[config.mk]
export PLATFORM = sky130hd
export DESIGN_NAME = sym_packer
export DESIGN_NICKNAME = d
export VERILOG_FILES = /design/src/rtl/sym_packer_pkg.sv /design/src/rtl/sync_fifo.sv /design/src/rtl/sym_packer.sv
export SDC_FILE = /design/constraint.sdc
export NUM_CORES = 1
export LEC_CHECK = 0
export ABC_AREA = 1
export CELL_PAD_IN_SITES_DETAIL_PLACEMENT = 0
export CELL_PAD_IN_SITES_GLOBAL_PLACEMENT = 1
export CORE_ASPECT_RATIO = 0.5
export CORE_MARGIN = 1
export CORE_UTILIZATION = 51
export CTS_BUF_LIST = sky130_fd_sc_hd__clkbuf_8
export DETAILED_ROUTE_END_ITERATION = 7
export PLACE_DENSITY_LB_ADDON = 0.1
export SYNTH_ARGS = -nofsm -noshare
export SYNTH_HDL_FRONTEND = slang
export SYNTH_SLANG_ARGS = --single-unit
export TNS_END_PERCENT = 5
[constraint.sdc]
create_clock -name clk -period 4.2 [get_ports clk]
set_clock_uncertainty 0.2 [all_clocks]
set_input_delay 0.42 -clock clk [delete_from_list [all_inputs] [get_ports clk]]
set_output_delay 0.42 -clock clk [all_outputs]
set_load 0.01 [all_outputs]
[src/rtl/sym_packer_pkg.sv]
// Shared types and sizing helpers for the symbol packer and its output FIFO.
package sym_packer_pkg;

   typedef enum logic {ACCUM, FLUSH_PEND} packer_state_e;

   function automatic int sym_bits(input int m);
      return $clog2(m);
   endfunction

   // Pointer carries one extra wrap bit so full and empty are distinguishable.
   function automatic int ptr_bits(input int depth);
      return $clog2(depth) + 1;
   endfunction

endpackage

[src/rtl/sync_fifo.sv]
// Single-clock FIFO with a registered head word; a write while full without a read is dropped
// and flagged on ovf_wr. Read side is valid/ready: pop on rd_rdy while non-empty.
module sync_fifo
   import sym_packer_pkg::*;
#(
   parameter int WIDTH = 8,
   parameter int DEPTH = 4
) (
   input  logic                       clk,
   input  logic                       rst_n,
   input  logic                       wr_vld,
   input  logic [WIDTH-1:0]           wr_dat,
   input  logic                       rd_rdy,
   output logic [WIDTH-1:0]           head_dat,
   output logic                       empty,
   output logic                       full,
   output logic [ptr_bits(DEPTH)-1:0] level,
   output logic                       ovf_wr
);
   localparam int PW = ptr_bits(DEPTH);
   localparam int IW = PW - 1;

   logic [WIDTH-1:0] mem_q [DEPTH];
   logic [PW-1:0]    wr_ptr_q, rd_ptr_q, rd_ptr_d, lvl_after_rd;
   logic [WIDTH-1:0] head_q, head_d;
   logic             do_rd, do_wr;

   assign empty        = (wr_ptr_q == rd_ptr_q);
   assign full         = (wr_ptr_q[IW] != rd_ptr_q[IW]) && (wr_ptr_q[IW-1:0] == rd_ptr_q[IW-1:0]);
   assign level        = wr_ptr_q - rd_ptr_q;
   assign do_rd        = rd_rdy && !empty;
   assign do_wr        = wr_vld && (!full || do_rd);
   assign ovf_wr       = wr_vld && full && !do_rd;
   assign rd_ptr_d     = rd_ptr_q + PW'(do_rd);
   assign lvl_after_rd = level - PW'(do_rd);
   assign head_dat     = head_q;

   // Next head: the incoming word if the queue would otherwise be empty, else the stored entry.
   always_comb begin
      head_d = mem_q[rd_ptr_d[IW-1:0]];
      if (lvl_after_rd == '0) begin
         head_d = do_wr ? wr_dat : '0;
      end
   end

   always_ff @(posedge clk) begin
      if (do_wr) begin
         mem_q[wr_ptr_q[IW-1:0]] <= wr_dat;
      end
   end

   always_ff @(posedge clk or negedge rst_n) begin
      if (!rst_n) begin
         wr_ptr_q <= '0;
         rd_ptr_q <= '0;
         head_q   <= '0;
      end else begin
         wr_ptr_q <= wr_ptr_q + PW'(do_wr);
         rd_ptr_q <= rd_ptr_d;
         head_q   <= head_d;
      end
   end

endmodule

[src/rtl/sym_packer.sv]
// Packs K-bit symbols MSB-first into OUT_W-bit words, queued behind a valid/ready FIFO.
// Upstream is never stalled: writes into a full FIFO are dropped and latch o_ovf.
module sym_packer
   import sym_packer_pkg::*;
#(
   parameter int MODULATION_ORDER = 16,
   parameter int OUT_W            = 8,
   parameter int FIFO_DEPTH       = 4
) (
   input  logic                                 clk,
   input  logic                                 rst_n,
   input  logic                                 i_dv,
   input  logic [sym_bits(MODULATION_ORDER)-1:0] binary_code,
   input  logic                                 i_flush,
   output logic                                 o_dv,
   input  logic                                 i_rdy,
   output logic [OUT_W-1:0]                     o_word,
   output logic                                 o_ovf,
   output logic [ptr_bits(FIFO_DEPTH)-1:0]      o_level
);
   localparam int K  = sym_bits(MODULATION_ORDER);
   localparam int AW = OUT_W + K - 1;
   localparam int FW = $clog2(OUT_W + K) + 1;
   localparam logic [FW-1:0] K_F  = FW'(K);
   localparam logic [FW-1:0] OW_F = FW'(OUT_W);
   localparam logic [FW-1:0] SH0  = FW'(AW - K);

   if (OUT_W < K) begin : g_bad_width
      $error("sym_packer: OUT_W must be >= log2(MODULATION_ORDER)");
   end
   if (MODULATION_ORDER < 2 || (MODULATION_ORDER & (MODULATION_ORDER - 1)) != 0) begin : g_bad_m
      $error("sym_packer: MODULATION_ORDER must be a power of 2, >= 2");
   end
   if (FIFO_DEPTH < 2 || (FIFO_DEPTH & (FIFO_DEPTH - 1)) != 0) begin : g_bad_depth
      $error("sym_packer: FIFO_DEPTH must be a power of 2, >= 2");
   end

   logic [AW-1:0]  acc_q, acc_d, acc_app;
   logic [FW-1:0]  fill_q, fill_d, fill_app;
   packer_state_e  state_q, state_d;
   logic           ovf_q;
   logic           wr_vld, fifo_empty, fifo_full, fifo_ovf;
   logic [OUT_W-1:0] wr_dat;

   // Accumulator is kept left-aligned; bits below the fill level are always zero.
   always_comb begin
      acc_app  = acc_q | (AW'(binary_code) << (SH0 - fill_q));
      fill_app = fill_q + K_F;
      acc_d    = acc_q;
      fill_d   = fill_q;
      state_d  = state_q;
      wr_vld   = 1'b0;
      wr_dat   = acc_q[AW-1 -: OUT_W];
      if (state_q == FLUSH_PEND) begin
         wr_vld  = 1'b1;
         state_d = ACCUM;
         acc_d   = '0;
         fill_d  = '0;
         if (i_dv) begin
            acc_d  = AW'(binary_code) << SH0;
            fill_d = K_F;
            if (i_flush) state_d = FLUSH_PEND;
         end
      end else if (i_dv) begin
         if (fill_app >= OW_F) begin
            wr_vld = 1'b1;
            wr_dat = acc_app[AW-1 -: OUT_W];
            acc_d  = acc_app << OUT_W;
            fill_d = fill_app - OW_F;
            if (i_flush && fill_d != '0) state_d = FLUSH_PEND;
         end else if (i_flush) begin
            wr_vld = 1'b1;
            wr_dat = acc_app[AW-1 -: OUT_W];
            acc_d  = '0;
            fill_d = '0;
         end else begin
            acc_d  = acc_app;
            fill_d = fill_app;
         end
      end else if (i_flush && fill_q != '0) begin
         wr_vld = 1'b1;
         acc_d  = '0;
         fill_d = '0;
      end
   end

   always_ff @(posedge clk or negedge rst_n) begin
      if (!rst_n) begin
         acc_q   <= '0;
         fill_q  <= '0;
         state_q <= ACCUM;
         ovf_q   <= 1'b0;
      end else begin
         acc_q   <= acc_d;
         fill_q  <= fill_d;
         state_q <= state_d;
         ovf_q   <= ovf_q | fifo_ovf;
      end
   end

   sync_fifo #(.WIDTH(OUT_W), .DEPTH(FIFO_DEPTH)) u_fifo (
      .clk      (clk),
      .rst_n    (rst_n),
      .wr_vld   (wr_vld),
      .wr_dat   (wr_dat),
      .rd_rdy   (i_rdy),
      .head_dat (o_word),
      .empty    (fifo_empty),
      .full     (fifo_full),
      .level    (o_level),
      .ovf_wr   (fifo_ovf)
   );

   assign o_dv  = !fifo_empty;
   assign o_ovf = ovf_q;

   a_ovf_only_when_full: assert property (@(posedge clk) disable iff (!rst_n) fifo_ovf |-> fifo_full);

endmodule
### Word level (Yosys, flattened, before mapping)

Memory sizes are Yosys's and may differ from the RTL's.
Index checks and enable logic that the tools add are counted.

| cells by class | value |
|---|---|
| reductions and logical operators | 15 |
| shifts and indexed selects | 1 |
| order comparisons | 1 |
| $mul | 0 |
| bitwise gates (word level) | 2 |
| div/mod/pow operators | 0 |
| add/subtract/negate cells | 7 |
| muxes and demuxes | 30 |
| equality and inequality tests | 3 |

Operators by type and width:

| operator | number |
|---|---|
| $mux W11 | 6 |
| $mux W8 | 6 |
| $mux W5 | 5 |
| $mux W1 | 12 |
| $or A11 B11 Y11 | 1 |
| $shl A4 B5 Y11 | 1 |
| $reduce_bool A5 Y1 | 2 |
| $logic_and A1 B1 Y1 | 7 |
| $add A3 B1 Y3 | 2 |
| $add A5 B3 Y5 const B | 1 |
| $ge A5 B4 Y1 const B | 1 |
| $sub A3 B5 Y5 const A | 1 |
| $sub A5 B4 Y5 const B | 1 |
| $eq A3 B3 Y1 | 1 |
| $logic_not A1 Y1 | 3 |
| $logic_not A3 Y1 | 1 |
| $mux W3 | 1 |
| $reduce_bool A3 Y1 | 1 |
| $sub A3 B1 Y3 | 1 |
| $sub A3 B3 Y3 | 1 |
| $eq A2 B2 Y1 | 1 |
| $logic_or A1 B1 Y1 | 1 |
| $ne A1 B1 Y1 | 1 |
| $or A1 B1 Y1 | 1 |

| storage, ports and cells | value |
|---|---|
| memories | 1 |
| flip-flop bits (word level) | 32 |
| input bits | 9 |
| bits in latches | 0 |
| memory bits (read-only) | 0 |
| output and inout port bits | 13 |
| word-level logic and storage cells | 67 |
| RAM bits | 32 |

Memories:

| name | depth | bits a word | rd ports | clocked after Yosys merged registers in | write ports | RTL line | RTL |
|---|---|---|---|---|---|---|---|
| u_fifo.mem_q | 4 | 8 | 1 | 0 | 1 | sync_fifo.sv:23 | `logic [WIDTH-1:0] mem_q [DEPTH];` |

### Depth between registers and ports, before layout

| logic depth | value |
|---|---|
| depth in word-level cells | 9 |
| mapped depth | 13 |
| gate-level depth less buffers | 13 |

### Modules after synthesis

A second synthesis with hierarchy kept.

| unflattened totals | value |
|---|---|
| cells, all modules | 317 |
| area, all modules | 3,095.5 um2 |

By module, submodules not included:

| module | cells an instance | area each (um2) | sequential area each (um2) | times used |
|---|---|---|---|---|
| sync_fifo | 183 | 2,058.2 | 1,311.3 | 1 |
| sym_packer | 134 | 1,037.2 | 400.4 | 1 |

### Worst setup path before layout

Ideal clock, no wire load.

| timing path | value |
|---|---|
| path kind | flip-flop to flip-flop |
| from | register fill_q[2] |
| to | memory u_fifo.mem_q[0][0] (enable) |
| data arrival time | 2,067 ps |
| clock period less this slack | 2,650 ps |
| data required time | 3,617 ps |
| library setup time | 383 ps |
| path buffers | 0 |
| stages on the path, launching flop included | 12 |
| slack | 1,550 ps |
| cells stage by stage | dfrtp_1 > ha_1 > inv_1 > nand2_1 > nand2_1 > inv_1 > ha_1 > nand3_2 > nand2_4 > nand2_4 > nand2_1 > nor3_1 |

| on the way | value |
|---|---|
| longest elaborated chain between the ends | 8 |
| elaborated cells on any way between the ends | 11 |
| classes of those cells | 1 x add/sub; 1 x order compare; 6 x mux; 3 x reduce/logical |

Ends and longest elaborated chain:

| element | RTL line | RTL |
|---|---|---|
| start: declaration | sym_packer.sv:39 | `logic [FW-1:0] fill_q, fill_d, fill_app;` |
| start signal: assignment | sym_packer.sv:95 | `fill_q <= fill_d;` |
| $add A5 B3 Y5 or $reduce_bool A5 Y1 (tied branches) | sym_packer.sv:48, sym_packer.sv:80 |  |
| $ge A5 B4 Y1 or $logic_and A1 B1 Y1 (tied branches) | sym_packer.sv:65, sym_packer.sv:80 |  |
| $mux W1, on equally long branches | sym_packer.sv:65, sym_packer.sv:80 |  |
| $mux W1 (*) | sym_packer.sv:64 | `end else if (i_dv) begin` |
| $mux W1 (*) | sym_packer.sv:54 | `if (state_q == FLUSH_PEND) begin` |
| $logic_and A1 B1 Y1 (*) | sync_fifo.sv:32 | `assign do_wr = wr_vld && (!full \|\| do_rd);` |
| $mux W1 (*) | sync_fifo.sv:47 | `if (do_wr) begin` |
| $mux W1 (not written as such) (*) | sync_fifo.sv:48 | `mem_q[wr_ptr_q[IW-1:0]] <= wr_dat;` |
| end: declaration | sync_fifo.sv:23 |  |

Every way passes the cells marked *; elsewhere a longest branch is shown, timed or not.

### Worst setup path after layout

| timing path | value |
|---|---|
| from | register fill_q[2] |
| to | memory u_fifo.mem_q[1][2] (enable) |

Same word-level chain as after synthesis.

==> results.md <==
| Step | Item | Reported |
|---|---|---|
| route | Iter 0 DRT Violations | 133 |
| global route | Global routing usage summed across all routing layers | 0.228 |
| setup path | Combined buffer and inverter count along the critical path | 2 |
| clocking | Number of buffers between clock root and the deepest sink | 2 |
| power | Power Density | 884 nW/µm² |
| setup path | Cell repeated most along the worst path | nand2_1 |
| run | Number of max-cap violations | 0 |
| placement | Area after DPL | 3230 µm² |
| logic synthesis | Share of synthesized area occupied by flip-flops and latches | 0.583 |
| timing | Setup TNS Final | 0 ps |
| clocking | Master cell of the clock root buffer | clkbuf_8 |
| power | Share of total power in the clock network | 0.134 |
| route | Total via count in the routed design | 2096 |
| timing | RSZ-0062 raised after global routing | no |
| timing | Final Hold Viols | 0 |
| setup path | Crit path max-delay family | simple AND/OR/NAND/NOR gates |
| power | Static leakage | 1.52 nW |
| clocking | Clock transition at the registers of the reported paths | 60 ps |
| hold path | Hold path start | o_ovf |
| global route | Remaining Overflow, GRT | 0 |
| placement | Count of port buffers added during placement | 21 |
| floorplanning | Die outline width | 109 µm |
| finish | Number of antenna repair diodes | 0 |
| logic synthesis | Number of instances in the synthesized netlist | 294 |
| floorplanning | Core box area | 5520 µm² |
| logic synthesis | Per-instance average area after synthesis | 9.98 µm² |
| route | Drt total wl | 6070 µm |
| global route | Maximum number of pins on one net before global-route repair | 31 |
| finish | Final design area excluding fillers | 3380 µm² |
| finish | Most common cell after layout, fill and taps aside | nand2_1 |
| hold path | Hold crit path type | flop to flop |
| route | Number of detailed-route iterations in the first pass | 4 |
| finish | Fraction of layout cells with a size suffix above 1 | 0.103 |
| placement | Worst-case setup slack after placement | 1090 ps |
| setup path | Element type at the critical path start | flop |
| route | Via count normalized by instance count | 5.20 |
| timing | Slew HR | 0.315 |
| floorplanning | Number of rows created at floorplan | 19 |
| power | Net switching power figure | 1.29 mW |
| setup path | Arrival time reported for the critical path endpoint | 2920 ps |
| power | Sw Ratio | 0.431 |
| clocking | # resized after CTS | 0 |
| setup path | Reg-to-reg endpoint | u_fifo.mem_q[1][2] |
| logic synthesis | Yosys synthesis warning count | 0 |
| hold path | Hold path endpoint | o_ovf |
| floorplanning | Number of top-level design ports | 22 |
| timing | Worst-Margin Slew | 1020 ps |
| setup path | FF-to-FF Start | fill_q[2] |
| floorplanning | Die span in y | 55.6 µm |
| placement | Estimated wirelength of the detail-placed design | 4560 µm |
| finish | Layout overhead on the synthesized area | 15.4% |
| floorplanning | Initial Utilization | 0.532 |
| timing | Period utilisation layout | 0.755 |
| clocking | Hold bufs inserted after CTS | 0 |
| outcome | Status | completed |
| timing | Crit path setup slack, layout | 1030 ps |
| logic synthesis | Total nets after synthesis | 316 |
| logic synthesis | Register bit count reported by yosys | 62 |
| logic synthesis | Mapped Area | 2930 µm² |
| power | Internal power of the cells | 1.70 mW |
| setup path | Crit path required time | 3950 ps |
| timing | Clock period minus final worst setup slack | 3170 ps |
| route | Routed Antenna Nets | 0 |
| setup path | Category of the critical setup timing path | flop to flop |
| timing | Maximum achievable frequency | 315 MHz |
| clocking | Clock tree from TritonCTS | built |
| clocking | Post-CTS Setup Bufs | 0 |
| setup path | Worst path depth | 11 |
| setup path | Maximum fanout count along the critical path | 11 |
| hold path | Worst hold stages | 1 |
| global route | Number of antenna violations at the first check in global routing | 0 |
| timing | Max-slew violation count | 0 |
| setup path | Slack of the worst reg-to-reg path | 1030 ps |
| route | Average wire per cell in the routed design | 15.1 µm |
| clocking | # H-tree levels | 3 |
| power | Part of the power in registers | 0.348 |
| setup path | Longest individual stage delay on the worst path | 790 ps |
| global route | First-pass GRT wire length | 10000 µm |
| route | DRC errors left | 0 |
| clocking | Clock latency reported for the late side of the worst-skew pair | 330 ps |
| floorplanning | Die area | 6080 µm² |
| power | Share of power burned in combinational logic | 0.518 |
| setup path | Kind of end point of the critical path | flop |
| clocking | Number of clock sinks | 62 |
| clocking | Number of CTS-inserted buffers | 9 |
| timing | Setup violation total in the final timing report | 0 |
| finish | Final #Nets | 347 |
| logic synthesis | Distinct cell type count of the synthesized netlist | 31 |
| global route | Number of global-route vias before repair | 2033 |
| setup path | Cell with the largest stage delay on the worst path | nor3_1 |
| finish | Commonest non-fill, non-tap cells in the layout | 50 x nand2_1, 40 x inv_1, 33 x nor2_1 |
| setup path | Ordered cell list for the critical path | ha_1 > inv_1 > nand2_1 > nand2_1 > inv_1 > ha_1 > nand3_2 > nand2_4 > nand2_4 > nand2_1 > nor3_1 |
| placement | Placer Congestion | 0.835 |
| power | VDD IR-drop max | 0.000460 V |
| setup path | Worst reg-to-reg path cell count | 11 |
flip-flops by register name, indices dropped and copies added, names as in the netlist:
| name | cells |
|---|---|
| acc_q | 11 |
| u_fifo.head_dat | 8 |
| fill_q | 3 |
| u_fifo.rd_ptr_q | 3 |
| o_ovf | 1 |
| state_q | 1 |
| u_fifo.wr_ptr_q | 3 |
| u_fifo.mem_q | 32 |
worst register-to-register path: stages (launching register included):
cell and delay [ps]:
dfrtp_1 450, ha_1 260, inv_1 60, nand2_1 80, nand2_1 90, inv_1 40
ha_1 220, nand3_2 210, nand2_4 140, nand2_4 140, nand2_1 110, nor3_1 790
logic make-up (layout without fill, tap and decap cells):
family          count (synthesis)  in the layout  synth area share
fa+ha+maj                      13             13            0.0580
compound gates                 44             44            0.0921
simple gates                  128            128             0.199
buf+inv                        45             81            0.0618
flops                          62             62             0.583
xor+xnor                        2              2           0.00597
through the flow:
| step | util | hold slack [ps] | instances | power (mW) |
|---|---|---|---|---|
| after floorplan | - | -75.6 | 294 | 2.10 |
| after CTS | 0.614 | 268 | 403 | 3.01 |
| final | 0.614 | 265 | 403 | 2.99 |
| after detailed placement | 0.586 | 245 | 387 | 2.61 |
| after global routing | 0.614 | 285 | 403 | 3.25 |
| after global placement | 0.586 | 244 | 387 | 2.57 |
synth_stat cells:
cell,number,area (µm²)
buf_2,2,10.0
nand3_1,24,120
ha_1,12,150
o211ai_1,3,22.5
o21ai_0,21,105
nor2_4,1,11.3
a21o_1,1,7.51
nand2_2,7,43.8
xor2_1,2,17.5
a21oi_1,5,25.0
nand2_1,50,188
a22oi_1,1,7.51
inv_4,1,6.26
nand2_4,2,22.5
nor3_1,6,30.0
inv_1,36,135
nand3b_1,1,7.51
edfxtp_1,32,961
inv_2,4,15.0
o22ai_1,8,50.1
o21bai_1,1,7.51
a21oi_4,2,32.5
buf_4,2,15.0
nor2_1,33,124
dfrtp_1,30,751
o21ai_1,1,5.00
nand3_2,2,20.0
fa_1,1,20.0
nor3_2,1,10.0
nor2_2,1,6.26
a21boi_0,1,7.51
how the worst max path moves through the flow:
stage	from	to	slack, ps
4_1_cts	fill_q[2]	u_fifo.mem_q[1][2]	1070
3_3_place_gp	fill_q[2]	u_fifo.mem_q[0][4]	1210
5_1_grt	fill_q[2]	u_fifo.mem_q[0][0]	740
3_5_place_dp	fill_q[2]	u_fifo.mem_q[1][5]	1090
6_report	fill_q[2]	u_fifo.mem_q[1][2]	1030
2_1_floorplan	fill_q[2]	u_fifo.mem_q[0][0]	1550
power groups by stage:
stage	clock, mW	sequential [mW]	combinational [mW]
floorplan	0	1.04	1.06
global placement	0	1.05	1.52
detailed placement	0	1.05	1.56
CTS	0.409	1.04	1.56
global route	0.431	1.06	1.75
finish	0.400	1.04	1.55
final cells by class:
type / instances / area [µm²]
inverters: 41 / 156
multi-input cells: 187 / 1040
fillers: 464 / 2130
flip-flops and latches: 62 / 1710
well taps: 73 / 91.3
clock buffers: 9 / 124
repair buffers: 24 / 233
clock inverters: 7 / 27.5
routing by layer:
metal	vias to the layer above	share of wire	track usage
li1	1043	-	-
met1	1001	0.48	0.323
met2	48	0.47	0.344
met3	4	0.045	0.0585
met4	0	0.0059	0.0762
met5	-	0	0
Note: power is estimated with default switching activity, not from simulation.
